**src/rtl/imm_gen_pipe.sv**
```systemverilog
`default_nettype none
// +----------------------------------------------------------------------------+
// | Module      : imm_gen_pipe                                                 |
// | Description : Registered immediate generator for the decode stage. Takes   |
// |               a 32-bit instruction on a valid/ready input, extracts and    |
// |               extends its immediate to XLEN bits (I/S/B/U/J/Z formats)     |
// |               and delivers it through a two-entry skid buffer. Provides    |
// |               flush, an illegal-format flag and a saturating counter of    |
// |               accepted illegal entries.                                    |
// | Revision    : 1.0 - initial release                                        |
// +----------------------------------------------------------------------------+
module imm_gen_pipe #(
   parameter int XLEN       = 32,    // 32 or 64
   parameter bit OPC_DECODE = 1'b1,  // 1: format from opcode, 0: from imm_src
   parameter int CNT_W      = 8
) (
   input  logic             clk,
   input  logic             rst_n,
   input  logic             flush,
   input  logic             in_valid,
   output logic             in_ready,
   input  logic [31:0]      instr,
   input  logic [2:0]       imm_src,
   output logic             out_valid,
   input  logic             out_ready,
   output logic [XLEN-1:0]  imm,
   output logic [2:0]       imm_fmt,
   output logic             illegal,
   output logic [CNT_W-1:0] illegal_cnt
);

   localparam logic [2:0] c_fmt_i   = 3'b000;
   localparam logic [2:0] c_fmt_s   = 3'b001;
   localparam logic [2:0] c_fmt_b   = 3'b010;
   localparam logic [2:0] c_fmt_u   = 3'b011;
   localparam logic [2:0] c_fmt_j   = 3'b100;
   localparam logic [2:0] c_fmt_z   = 3'b101;
   localparam logic [2:0] c_fmt_bad = 3'b111;

   localparam logic [6:0] c_op_imm    = 7'b0010011;
   localparam logic [6:0] c_op_load   = 7'b0000011;
   localparam logic [6:0] c_op_jalr   = 7'b1100111;
   localparam logic [6:0] c_op_store  = 7'b0100011;
   localparam logic [6:0] c_op_branch = 7'b1100011;
   localparam logic [6:0] c_op_lui    = 7'b0110111;
   localparam logic [6:0] c_op_auipc  = 7'b0010111;
   localparam logic [6:0] c_op_jal    = 7'b1101111;
   localparam logic [6:0] c_op_system = 7'b1110011;

   localparam logic [CNT_W-1:0] c_cnt_max = '1;
   localparam logic [CNT_W-1:0] c_cnt_one = CNT_W'(1);

   logic [2:0]       w_dec_fmt;
   logic [2:0]       w_fmt;
   logic             w_illegal;
   logic [XLEN-1:0]  w_imm;
   logic             w_in_xfer;
   logic             w_out_xfer;

   // Main entry drives the outputs; skid entry absorbs one input during a stall.
   logic             r_main_valid;
   logic [XLEN-1:0]  r_main_imm;
   logic [2:0]       r_main_fmt;
   logic             r_main_illegal;
   logic             r_skid_valid;
   logic [XLEN-1:0]  r_skid_imm;
   logic [2:0]       r_skid_fmt;
   logic             r_skid_illegal;
   logic             r_in_ready;
   logic [CNT_W-1:0] r_illegal_cnt;

   // Format decode from the opcode; SYSTEM splits on funct3[2] (CSR immediate forms).
   always_comb begin
      w_dec_fmt = c_fmt_bad;
      case (instr[6:0])
         c_op_imm, c_op_load, c_op_jalr: w_dec_fmt = c_fmt_i;
         c_op_store:                     w_dec_fmt = c_fmt_s;
         c_op_branch:                    w_dec_fmt = c_fmt_b;
         c_op_lui, c_op_auipc:           w_dec_fmt = c_fmt_u;
         c_op_jal:                       w_dec_fmt = c_fmt_j;
         c_op_system:                    w_dec_fmt = instr[14] ? c_fmt_z : c_fmt_i;
         default:                        w_dec_fmt = c_fmt_bad;
      endcase
   end

   assign w_fmt     = OPC_DECODE ? w_dec_fmt : imm_src;
   assign w_illegal = w_fmt[2] & w_fmt[1];

   // Immediate build: start from a full sign fill, then overwrite the low bits.
   always_comb begin
      w_imm = {XLEN{instr[31]}};
      case (w_fmt)
         c_fmt_i: w_imm[11:0] = instr[31:20];
         c_fmt_s: w_imm[11:0] = {instr[31:25], instr[11:7]};
         c_fmt_b: w_imm[12:0] = {instr[31], instr[7], instr[30:25], instr[11:8], 1'b0};
         c_fmt_u: w_imm[31:0] = {instr[31:12], 12'b0};
         c_fmt_j: w_imm[20:0] = {instr[31], instr[19:12], instr[20], instr[30:21], 1'b0};
         c_fmt_z: begin
            w_imm      = '0;
            w_imm[4:0] = instr[19:15];
         end
         default: w_imm = '0;
      endcase
   end

   // Flush takes priority, so an input in the flush cycle is never accepted.
   assign w_in_xfer  = in_valid & r_in_ready & ~flush;
   assign w_out_xfer = r_main_valid & out_ready;

   // Skid buffer control; in_ready is registered as the complement of next skid occupancy.
   always_ff @(posedge clk or negedge rst_n) begin
      if (!rst_n) begin
         r_main_valid   <= 1'b0;
         r_main_imm     <= '0;
         r_main_fmt     <= 3'b000;
         r_main_illegal <= 1'b0;
         r_skid_valid   <= 1'b0;
         r_skid_imm     <= '0;
         r_skid_fmt     <= 3'b000;
         r_skid_illegal <= 1'b0;
         r_in_ready     <= 1'b1;
      end else if (flush) begin
         r_main_valid <= 1'b0;
         r_skid_valid <= 1'b0;
         r_in_ready   <= 1'b1;
      end else if (r_skid_valid) begin
         // Input is blocked while skid holds; only a drain changes state.
         if (w_out_xfer) begin
            r_main_imm     <= r_skid_imm;
            r_main_fmt     <= r_skid_fmt;
            r_main_illegal <= r_skid_illegal;
            r_skid_valid   <= 1'b0;
            r_in_ready     <= 1'b1;
         end
      end else if (w_in_xfer) begin
         if (!r_main_valid || w_out_xfer) begin
            r_main_valid   <= 1'b1;
            r_main_imm     <= w_imm;
            r_main_fmt     <= w_fmt;
            r_main_illegal <= w_illegal;
         end else begin
            r_skid_valid   <= 1'b1;
            r_skid_imm     <= w_imm;
            r_skid_fmt     <= w_fmt;
            r_skid_illegal <= w_illegal;
            r_in_ready     <= 1'b0;
         end
      end else if (w_out_xfer) begin
         r_main_valid <= 1'b0;
      end
   end

   // Saturating count of accepted illegal entries; only reset clears it.
   always_ff @(posedge clk or negedge rst_n) begin
      if (!rst_n) begin
         r_illegal_cnt <= '0;
      end else if (w_in_xfer && w_illegal && (r_illegal_cnt != c_cnt_max)) begin
         r_illegal_cnt <= r_illegal_cnt + c_cnt_one;
      end
   end

   assign in_ready    = r_in_ready;
   assign out_valid   = r_main_valid;
   assign imm         = r_main_imm;
   assign imm_fmt     = r_main_fmt;
   assign illegal     = r_main_illegal;
   assign illegal_cnt = r_illegal_cnt;

endmodule
`default_nettype wire
```
**config.mk**
```make
export PLATFORM = sky130hd
export DESIGN_NAME = imm_gen_pipe
export DESIGN_NICKNAME = d
export VERILOG_FILES = /design/src/rtl/imm_gen_pipe.sv
export SDC_FILE = /design/constraint.sdc
export NUM_CORES = 1
export LEC_CHECK = 0
export CAP_MARGIN = 10
export CORE_UTILIZATION = 45
export DETAILED_ROUTE_END_ITERATION = 7
export GPL_ROUTABILITY_DRIVEN = 0
export HOLD_SLACK_MARGIN = 0.06
export PLACE_DENSITY = 0.72
export SETUP_SLACK_MARGIN = 0.5
export SYNTH_ARGS = -nofsm -noshare
export SYNTH_HDL_FRONTEND = slang
export SYNTH_SLANG_ARGS = --single-unit
```
**constraint.sdc**
```tcl
create_clock -name clk -period 3.2 [get_ports clk]
set_input_delay 0.96 -clock clk [delete_from_list [all_inputs] [get_ports clk]]
set_output_delay 0.96 -clock clk [all_outputs]
set_load 0.02 [all_outputs]
```
==> qor.yml <==
drt:
  wl_per_cell_um: 16.9
  num_vias: 3781
  via_per_inst: 5.82
  initialDrtViolationCount: 289
  wirelength_um: 11000
  route.detailed.drc: 7
  drtPass1Iterations: 7
  drtAntennaViolNets: 0
min_path:
  hold_path.class: "in2async"
worst_setup_path:
  r2r_setup_slack_ns: 1.05
  r2r-end: "imm[12]"
  cp.required_ns: 3.43
  worstPathMaxFanout: 11
  worstReg2RegStart: "r_skid_valid"
  crit_path_start_kind: "input port"
  path_class: "in2reg"
  startpoint: "instr[4]"
  worst-r2r-cell-count: 6
  endpoint_kind: "register"
  cp.arrival_ns: 2.87
clock_tree:
  cts-hold-fix-buffers: 0
  cts_tree: "yes"
  clock_latency_ns: 0.36
  ctsLongestPathBuffers: 2
  htree_levels: 3
  cts.clk_slew.worst_paths_ns: 0.09
  cts_sinks: 83
  numCtsBuffers: 9
  cts-root-buf: "clkbuf_8"
final_layout:
  final_nets: 578
  final_common_cell: "dfrtp_1"
  final_cells: 650
  final_cell_area_um2: 5510
  syn2layout_area_growth_pct: 33.0
  drive_gt1_share_pct: 13.5
  diodes: 0
  layout_common_cells: "dfrtp_1, clkdlybuf4s50_1, nand2_1"
  fillers: 739
sta:
  worstMarginPinSlew_ns: 0.516
  drv_slew: 0
  rsz0062_at_grt: "yes"
  max_freq_ghz: 0.379
  setup_ws_ns: 0.562
  slew_headroom_pct: 65.6
  finalHoldWorstSlack_ns: 0.451
  finalClockSkew_ns: 0.00843
  finalCritPeriodShare_pct: 82.5
  period_needed_ns: 2.64
  setup-violations-final: 0
  hold_viol: 0
  setup-tns-final_ns: 0
synth:
  ys_seq_area_share_pct: 50.1
  synthArstFlopShare_pct: 100
  synth_fp_nets: 486
  syn-cell-area_um2: 4150
  synth_area_leaders: "dfrtp_1, o21ai_0, a21oi_1"
  synth_ff_type: "dfrtp_1"
  synth_area_leader_cell: "dfrtp_1"
  synth-edff-count: 0
  synth_seq_cells: 83
  synth_top_area_share_pct: 49.5
  ys_warn_count: 0
  synthCells: 445
  syn_area_per_cell_um2: 9.32
  synth.distinct_cells: 50
power_and_ir_drop:
  p_switching_mw: 1.04
  combPwrFrac_pct: 30.0
  p_per_area_nw_per_um2: 574
  p_leak_nw: 2.24
  p_int_mw: 2.12
  power.share.sequential_pct: 44.9
  peakVddDrop_uv: 279
  clock_power_share_pct: 25.1
  p_sw_share_pct: 33.0
run:
  cap_violations: 0
placed_design:
  pre_cts_slack_ns: -0.169
  placedInstanceArea_um2: 5250
  dpl.cell_count: 633
  io_buffers: 82
  hpwl_um: 7330
floorplan:
  pin_count: 86
  die-area_um2: 9600
  start_util_pct: 47.1
  die_y_um: 98.0
  num_rows: 34
  coreArea_um2: 8810
  die_width_um: 98.0
status:
  violations: "DRC"
  status: "finished with violations"
global_routing:
  grt_pass1_vias: 3808
  grt_pass1_wl_um: 18700
  antenna_found_initial: 0
  grt_usage_pct: 24.5
  grt_max_degree: 69
  overflow: 0
stage by stage:
| step | util (%) | power [mW] |
|---|---|---|
| 2_1_floorplan | - | 1.91 |
| 3_3_place_gp | 59.6 | 2.35 |
| 3_5_place_dp | 59.6 | 2.38 |
| 4_1_cts | 62.1 | 3.17 |
| 5_1_grt | 62.6 | 3.33 |
| 6_report | 62.6 | 3.16 |
power groups by stage:
stage	combinational, mW	clock [mW]	sequential (mW)
floorplan	0.343	0	1.56
finish	0.948	0.795	1.42
detailed placement	0.942	0	1.44
global route	1.04	0.848	1.45
CTS	0.947	0.805	1.42
global placement	0.925	0	1.43
timing repair:
action	in CTS	in global routing
setup endpoints to repair	36	26
pin swaps	0	5
setup buffers	0	1
resized for setup	4	7
cell usage after synthesis, drive strengths merged (2+ instances only):
| library cell | number |
|---|---|
| dfrtp | 82 |
| o21ai | 58 |
| nand2 | 56 |
| a21oi | 45 |
| nor2 | 25 |
| nand3b | 20 |
| buf | 18 |
| clkbuf | 17 |
| and3 | 15 |
| a31oi | 14 |
| nand3 | 13 |
| nand2b | 11 |
| a32oi | 9 |
| nor3 | 8 |
| xor2 | 5 |
| a211oi | 4 |
| a222oi | 4 |
| a21o | 3 |
| mux2 | 3 |
| mux2i | 3 |
| or3 | 3 |
| a211o | 2 |
| and2 | 2 |
| inv | 2 |
| nand4b | 2 |
| o31ai | 2 |
| or3b | 2 |
| xnor2 | 2 |
final cells by class:
cell class | instances | area (um2) | area share (%)
clock buffer | 10 | 138 | 2.50
timing repair buffer | 116 | 1130 | 20.6
sequential | 83 | 2080 | 37.7
multi-input combinational | 325 | 1950 | 35.4
clock inverter | 6 | 71.3 | 1.29
tap | 108 | 135 | 2.45
inverter | 2 | 7.51 | 0.136
logic make-up after synthesis:
logic type / Yosys count / share of synthesized area, %
mux: 6 / 1.54
fa+ha+maj: 1 / 0.302
simple gates: 164 / 21.1
xor+xnor: 7 / 1.48
buf+inv: 37 / 4.07
flops: 83 / 50.1
compound gates: 147 / 21.4
sequential cells by signal (all words and copies together), names as in the netlist:
register and cells:
illegal_cnt 8, imm 32, r_skid_imm 32, r_skid_fmt 3
in_ready 1, illegal 1, imm_fmt 3, r_skid_valid 1
r_skid_illegal 1, out_valid 1
routing by layer:
layer  part of all wire, %  GRT usage, %
met5                     0             0
met4                   1.6          9.21
met3                   5.6          3.94
met2                    48          39.6
met1                    45          33.2
worst max path at each step:
stage	endpoint	slack (ns)	depth (start not counted)
after floorplan	imm[1]	0.74	6
after global placement	imm[21]	-0.12	5
after global routing	imm[15]	0.49	9
final	imm[12]	0.56	7
after CTS	imm[12]	0.51	9
after detailed placement	imm[30]	-0.17	5
worst max-delay path, stage by stage:
cell             delay (ns)
clkdlybuf4s50_1        0.48
or3b_4                 0.40
o221a_4                0.29
buf_8                  0.15
a221oi_2               0.25
buf_4                  0.20
o21ai_0                0.11
Power figures use the tool's default switching activity.
